**config.mk**
```make
export PLATFORM = sky130hd
export DESIGN_NAME = keypad_scanner
export DESIGN_NICKNAME = d
export VERILOG_FILES = /design/src/rtl/keypad_scanner.sv
export SDC_FILE = /design/constraint.sdc
export NUM_CORES = 1
export LEC_CHECK = 0
export CORE_UTILIZATION = 55
export DETAILED_ROUTE_END_ITERATION = 6
export PLACE_DENSITY = 0.72
export SLEW_MARGIN = 20
export SYNTH_ARGS = -nofsm -noshare
export SYNTH_HDL_FRONTEND = slang
export SYNTH_SLANG_ARGS = --single-unit
export TNS_END_PERCENT = 10
```
**constraint.sdc**
```tcl
create_clock -name int_osc -period 2.4 [get_ports int_osc]
set_input_delay 0.24 -clock int_osc [delete_from_list [all_inputs] [get_ports int_osc]]
set_output_delay 0.24 -clock int_osc [all_outputs]
set_load 0.01 [all_outputs]
```
**src/rtl/keypad_scanner.sv**
```systemverilog
// rtl/keypad_scanner.sv - 4x3 keypad row scanner with press/release debounce and two-digit history
module keypad_scanner #(
    parameter int SCAN_DIV        = 4096,
    parameter int DEBOUNCE_CYCLES = 480000
) (
    input  logic       int_osc,
    input  logic       reset,
    input  logic [2:0] col,
    output logic [3:0] row_select,
    output logic [3:0] key_code,
    output logic       key_valid,
    output logic       key_held,
    output logic [3:0] digit_new,
    output logic [3:0] digit_old
);

    localparam int SW = $clog2(SCAN_DIV);
    localparam int DW = $clog2(DEBOUNCE_CYCLES);
    localparam logic [SW-1:0] SCAN_LAST = SW'(SCAN_DIV - 1);
    localparam logic [DW-1:0] DB_LAST   = DW'(DEBOUNCE_CYCLES - 1);

    typedef enum logic [1:0] {SCAN, DEBOUNCE, HELD, RELEASE} state_t;

    state_t        state, state_n;
    logic [SW-1:0] scan_cnt, scan_cnt_n;
    logic [DW-1:0] db_cnt, db_cnt_n;
    logic [1:0]    cur_row, cur_row_n;
    logic [1:0]    col_idx, col_idx_n;
    logic [2:0]    col_meta, col_s;
    logic [3:0]    key_code_n, digit_new_n, digit_old_n;
    logic          key_valid_n, key_held_n;
    logic          sel_low;
    logic [1:0]    lowest_col;

    function automatic logic [3:0] key_map(input logic [1:0] r, input logic [1:0] c);
        case ({r, c})
            4'h0: key_map = 4'h1;
            4'h1: key_map = 4'h2;
            4'h2: key_map = 4'h3;
            4'h4: key_map = 4'h4;
            4'h5: key_map = 4'h5;
            4'h6: key_map = 4'h6;
            4'h8: key_map = 4'h7;
            4'h9: key_map = 4'h8;
            4'hA: key_map = 4'h9;
            4'hC: key_map = 4'hE;
            4'hD: key_map = 4'h0;
            4'hE: key_map = 4'hF;
            default: key_map = 4'h0;
        endcase
    endfunction

    // The driven row is kept as an index so a frozen row is simply an unchanged index.
    assign row_select = ~(4'b0001 << cur_row);

    always_comb begin
        case (col_idx)
            2'd0:    sel_low = ~col_s[0];
            2'd1:    sel_low = ~col_s[1];
            default: sel_low = ~col_s[2];
        endcase
        if (!col_s[0])      lowest_col = 2'd0;
        else if (!col_s[1]) lowest_col = 2'd1;
        else                lowest_col = 2'd2;
    end

    always_comb begin
        state_n     = state;
        scan_cnt_n  = scan_cnt;
        db_cnt_n    = db_cnt;
        cur_row_n   = cur_row;
        col_idx_n   = col_idx;
        key_code_n  = key_code;
        key_valid_n = 1'b0;
        key_held_n  = key_held;
        digit_new_n = digit_new;
        digit_old_n = digit_old;
        case (state)
            SCAN: begin
                if (scan_cnt == SCAN_LAST) begin
                    scan_cnt_n = '0;
                    if (col_s == 3'b111) begin
                        cur_row_n = cur_row + 2'd1;
                    end else begin
                        col_idx_n = lowest_col;
                        db_cnt_n  = '0;
                        state_n   = DEBOUNCE;
                    end
                end else begin
                    scan_cnt_n = scan_cnt + SW'(1);
                end
            end
            DEBOUNCE: begin
                if (!sel_low) begin
                    state_n    = SCAN;
                    cur_row_n  = cur_row + 2'd1;
                    scan_cnt_n = '0;
                    db_cnt_n   = '0;
                end else if (db_cnt == DB_LAST) begin
                    state_n     = HELD;
                    db_cnt_n    = '0;
                    key_valid_n = 1'b1;
                    key_held_n  = 1'b1;
                    key_code_n  = key_map(cur_row, col_idx);
                    digit_old_n = digit_new;
                    digit_new_n = key_map(cur_row, col_idx);
                end else begin
                    db_cnt_n = db_cnt + DW'(1);
                end
            end
            HELD: begin
                if (!sel_low) begin
                    state_n  = RELEASE;
                    db_cnt_n = '0;
                end
            end
            RELEASE: begin
                if (sel_low) begin
                    state_n  = HELD;
                    db_cnt_n = '0;
                end else if (db_cnt == DB_LAST) begin
                    state_n    = SCAN;
                    key_held_n = 1'b0;
                    cur_row_n  = cur_row + 2'd1;
                    scan_cnt_n = '0;
                    db_cnt_n   = '0;
                end else begin
                    db_cnt_n = db_cnt + DW'(1);
                end
            end
            default: state_n = SCAN;
        endcase
    end

    always_ff @(posedge int_osc or negedge reset) begin
        if (!reset) begin
            state     <= SCAN;
            scan_cnt  <= '0;
            db_cnt    <= '0;
            cur_row   <= 2'd0;
            col_idx   <= 2'd0;
            col_meta  <= 3'b111;
            col_s     <= 3'b111;
            key_code  <= 4'h0;
            key_valid <= 1'b0;
            key_held  <= 1'b0;
            digit_new <= 4'h0;
            digit_old <= 4'h0;
        end else begin
            state     <= state_n;
            scan_cnt  <= scan_cnt_n;
            db_cnt    <= db_cnt_n;
            cur_row   <= cur_row_n;
            col_idx   <= col_idx_n;
            col_meta  <= col;
            col_s     <= col_meta;
            key_code  <= key_code_n;
            key_valid <= key_valid_n;
            key_held  <= key_held_n;
            digit_new <= digit_new_n;
            digit_old <= digit_old_n;
        end
    end

endmodule

```
Yosys cells after proc, flatten, opt, wreduce, memory -nomap -nowiden
Memory sizes are Yosys's and may differ from the RTL's. A register that Yosys moved wholly into a read port is not among the register bits.
Index checks and enable logic that the tools add are counted.
Word-level totals
  register bits: 49
  bits in read-only memories: 128
  input bits: 5
  word-level logic and storage cells: 89
  memories kept: 2
Memories
  (name not given): words 16, bits a word 4, rd ports 1, clocked after memory_dff 1, write ports 0, RTL line 36  | case ({r, c})
  (name not given): words 16, bits a word 4, rd ports 1, clocked after memory_dff 1, write ports 0, RTL line 36
Cells by class
  add/sub/neg operators: 3
  equal/unequal tests: 18
  shifts and indexed selects: 1
  mux-type cells: 37
  bitwise logic cells: 5
  reduce and logical (&&, ||, !) cells: 13
Operators by type and width (number)
  2-to-1 mux 19 bit: 6
  one-hot mux 19 bit (4 select lines): 1
  2-to-1 mux 12 bit: 4
  one-hot mux 12 bit (3 select lines): 1
  2-to-1 mux 2 bit: 14
  adder 19 x 1 -> 19 bit (second input constant): 1
  == test 19 bit (second input constant): 1
  inequality test 2 bit (second input constant): 9
  adder 12 x 1 -> 12 bit (second input constant): 1
  == test 12 bit (second input constant): 1
  AND reduction 5 bit: 2
  AND reduction 3 bit: 3
  one-hot mux 2 bit (4 select lines): 1
  2-to-1 mux 1 bit: 7
  inequality test 3 bit (second input constant): 2
  one-hot mux 2 bit (3 select lines): 1
  AND reduction 6 bit: 1
  == test 2 x 1 -> 1 bit (second input constant): 2
  == test 2 bit (second input constant): 2
  logical NOT 2 bit: 2
  NOT 1 bit: 4
  NOT 4 bit: 1
  one-hot mux 1 bit (2 select lines): 2
  AND reduction 4 bit: 1
  other kinds (6): 7

Longest topological paths before layout
Gate-level depths: netlist (run 1).
  depth after elaboration: 4
  gate-level depth with buffers: 9

Least setup slack after synthesis (run 1)
OpenSTA, ideal clock, no wires.
  kind: reg-to-reg
  start: register col_idx[0]
  end: register digit_new[0]
  arrival time: 2.045 ns
  data required time: 2.275 ns
  setup slack: 0.230 ns
  stages on the path, launching flop included: 8
  path buffers: 1
  cells stage by stage: dfrtp_1 inv_1 ha_1 or3_2 nand3_1 and4_4 buf_12 mux2_4
Between the ends
  cells in the longest elaborated chain, start to end: 3
  elaborated cells on any way between the ends: 4
  classes of those cells: eq/ne (1); mux (1); reduce/logical (2)
RTL lines
  start: declaration: RTL line 28  | logic [1:0] col_idx, col_idx_n;
  start signal: assignment: RTL line 154  | col_idx <= col_idx_n;
  == test 2 x 1 -> 1 bit / logical NOT 2 bit (equally long branches): RTL line 57  | case (col_idx)
  one-hot mux 1 bit (2 select lines): RTL line 57
  AND reduction 3 bit (no line)
  end: declaration: RTL line 13  | output logic [3:0] digit_new,
Parallel ways exist; a longest one is shown, timed or not.
A chain may end at the register's enable or synchronous reset.

Worst setup path in the final report (run 1)
  start: register db_cnt[0]
  end: register cur_row[1]
Between the ends
  cells in the longest elaborated chain, start to end: 3
RTL lines
  start: declaration: RTL line 26  | logic [DW-1:0] db_cnt, db_cnt_n;
  start signal: assignment: RTL line 152  | db_cnt <= db_cnt_n;
  == test 19 bit: RTL line 121  | end else if (db_cnt == DB_LAST) begin
  inequality test 2 bit (no line)
  AND reduction 6 bit (no line)
  end signal: assignment: RTL line 153  | cur_row <= cur_row_n;
  end: declaration: RTL line 27  | logic [1:0] cur_row, cur_row_n;
No other way between the ends.

==> results of run 1 <==
-- worst max-delay path, cell delays in order (launching register included) --
cell	delay, ns
dfrtp_1	0.41
ha_1	0.25
nand4_1	0.22
nor4b_2	0.39
a21oi_2	0.14
a2111oi_4	0.40
mux2_4	0.33
-- logic make-up (layout without fill, tap and decap cells) --
| kind of cell | after synthesis | after routing | share of synthesized area, % |
|---|---|---|---|
| and+or+nand+nor | 96 | 96 | 18.9 |
| AOI/OAI and AO/OA | 76 | 76 | 17.7 |
| DFF | 53 | 53 | 44.1 |
| buffers and inverters | 33 | 61 | 5.75 |
| muxes | 17 | 17 | 7.70 |
| adders and majority gates | 10 | 10 | 4.14 |
| xor gates and xnor gates | 6 | 6 | 1.74 |
-- layout make-up --
type / count / area [µm²]
clock inverter: 2 / 35.0
inverter: 16 / 60.1
sequential: 53 / 1330
multi-input combinational: 205 / 1530
tap: 70 / 87.6
fill: 435 / 1750
clock buffer: 6 / 72.6
timing repair buffer: 37 / 330
-- power by group --
part	leakage (nW)	internal [mW]	switching, mW
Clock	0.0552	0.310	0.290
Combinational	0.720	0.0113	0.0228
Sequential	0.706	0.902	0.00491
-- placed cells by master, fill, tap and decap left out, drive strengths merged, types with 2 or more instances in the layout --
cell           instances
dfrtp                 47
a22o                   6
nor4b                  2
nand3b                 2
nor4                   3
or3b                   3
o22ai                  2
clkbuf                 6
a21oi                 11
and3                   9
a31oi                 21
nor2b                  2
nand4                  5
o2bb2ai                3
o21ai                 14
xor2                   4
xnor2                  2
nand3                 15
nor3                   9
nor2                  10
or2b                   2
o2111ai                2
mux2i                  5
nand2                 18
inv                   16
or4                    2
dfstp                  6
a21o                   3
o31ai                  3
buf                   15
a21boi                 2
mux2                  11
clkdlybuf4s50         21
ha                    10
and4                   6
and2                   2
a32oi                  2
nand4b                 2
-- registers in the layout, indices dropped and copies added, names as in the netlist, named ones only --
name / flops
key_held: 1
scan_cnt: 12
cur_row: 2
col_idx: 2
state: 1
db_cnt: 19
digit_new: 4
digit_old: 4
col_s: 3
col_meta: 3
key_valid: 1
-- timing repair --
item / in CTS / in global routing
hold endpoints to repair: 28 / 0
setup endpoints to repair: 0 / 18
resized for setup: 0 / 3
hold buffers: 1 / 0
-- per-layer routing --
layer  part of all wire, %  vias up  wire [µm]
li1                      -     1139          -
met1                    49     1164       3000
met2                    46       68       2820
met3                   4.0        8        243
met4                   1.3        0         82
met5                     0        -          0
-- worst paths after layout --
| path | from | endpoint | slack (ns) | depth (start not counted) |
|---|---|---|---|---|
| hold / removal | col[0] | col_meta[0] | 0.32 | 1 |
| hold reg to reg | col_meta[0] | col_s[0] | 0.36 | 0 |
| max in group asynchronous | reset | col_s[1] | 1.17 | 3 |
| min in group asynchronous | reset | digit_new[2] | 0.50 | 2 |
| setup / recovery | db_cnt[0] | cur_row[1] | 0.15 | 6 |
| setup reg to reg | db_cnt[0] | cur_row[1] | 0.15 | 6 |
==> summary.md, run 1 <==
| Metric | Value |
|---|---|
| Post-route ant nets | 0 |
| Max Cap Violations | 0 |
| Clk root buf | clkbuf_8 |
| Residual DRC | 0 |
| Critical Path End Type | register |
| Diodes inserted | 0 |
| Outcome | finished, final reports clean |
| Peak supply drop | 0.376 mV |
| RD Place Congestion | 0.864 |
| Slew margin rel. | 53.8% |
| Post-synth top area cell | dfrtp_1 |
| P_leak | roughly 1.5 nW |
| Total number of vias | approximately 2400 |
| Synthesized instance count | 291 |
| Worst path required time | 2.60 ns |
| Most frequent cell after synthesis | dfrtp_1 |
| Core Box Area | 5200 µm² |
| Final hold vios | 0 |
| RSZ-0062 raised after global routing | true |
| YS warnings | 0 |
| Commonest cells in the netlist | dfrtp_1, a31oi_1, nand2_1, inv_1, nand3_1 |
| Grt peak-use layer | met2 |
| Final setup fails | 0 |
| Worst Tran Pin Value | ~0.69 ns |
| Total routed wirelength | 6140 µm |
| # nets final | 333 |
| Number of cell rows | 26 |
| Total power | 1.54 mW |
| Vias in the first global route | 2256 |
| Met1 usage | approximately a third |
| Initial Util | roughly 58% |
| Per-cell routed wire length | roughly 16 µm |
| Crit path arrival time | 2.45 ns |
| Dominant synthesized flop cell | dfrtp_1 |
| Final setup margin | ~0.15 ns |
| Min Hold Slack | 0.324 ns |
| Placed cell count | 380 |
| Die Y | between 70 and 80 µm |
| IO Pins | 23 |
| GR Layer Usage met2 | 35.5% |
| Post-CTS setup buffer count | 0 |
| Global-route wire length before repair | 10500 µm |
| Worst-Skew Late Latency | 0.31 ns |
| Setup WS pre-CTS | between 0.07 and 0.08 ns |
| Max-slew violations | 0 |
| Buffers on Ports | 22 |
| Largest net degree at the start of global routing | 31 |
| GR Util All Layers | 22.6% |
| Met3 usage | 3.59% |
| Mapped Nets | 306 |
| Synth top area share | 38.9% |
| Post-synth EDFFs | 0 |
| CTS H-Tree Depth | 2 |
| CTS tree | built |
| Top cells by area, synth | dfrtp_1, dfstp_2, mux2_4, a31oi_1, ha_1 |
| Syn Area/Cell | 10.4 µm² |
| Worst Setup Path Type | register to register |
| Number of synthesized register bits | 53 |
| Layout cell share with drive strength beyond 1 | around 18% |
| HP Class | input pin to register |
| Total grt overflow | 0 |
| Die area | 5800 µm² |
| Area grow syn2layout | 14.1% |
| Final period util | 93.7% |
| Max Clk Rate | ~0.44 GHz |
| Async SR Flop Fraction | 100% |
| CTS sink count | 53 |
| Mapped Area | 3020 µm² |
| DRT iter0 DRCs | ~120 |
| CTS Buffer Depth | 2 |
| Max FO, Critical Path | 5 |
| Pwr/cell area | around 450 nW/µm² |
| Initial antenna violation count | 0 |
| Num CTS Buffers | 5 |
| Synth cell types | 60 |
| Final Critical Period | 2.25 ns |
| Crit start category | register |
| Total negative setup slack | 0 ns |
| Average via count per standard cell | 6.12 |
| Seq/Total Area, Yosys | 44.1% |
| Clk_skew | 0.0104 ns |
| Clock slew at reported path FFs | 0.10 ns |
| Final Core Density | 66.3% |
| Post-route insts no fill | 389 |
| Die width | approximately 76 µm |
| Post-DP Area | 3320 µm² |
| Post-DP HPWL | about 4400 µm |
| Final instance area | ~3500 µm² |
| First-pass DRT Iterations | 5 |
No activity file was read; power rests on OpenSTA's default activity.
==> run 2: changes to the inputs <==
--- a/config.mk
+++ b/config.mk
@@ -8,7 +8,6 @@
 export CORE_UTILIZATION = 55
 export DETAILED_ROUTE_END_ITERATION = 6
 export PLACE_DENSITY = 0.72
-export SLEW_MARGIN = 20
 export SYNTH_ARGS = -nofsm -noshare
 export SYNTH_HDL_FRONTEND = slang
 export SYNTH_SLANG_ARGS = --single-unit
==> results of run 2 <==
Same layout as run 1: the final DEF is identical, and so are final timing and power.
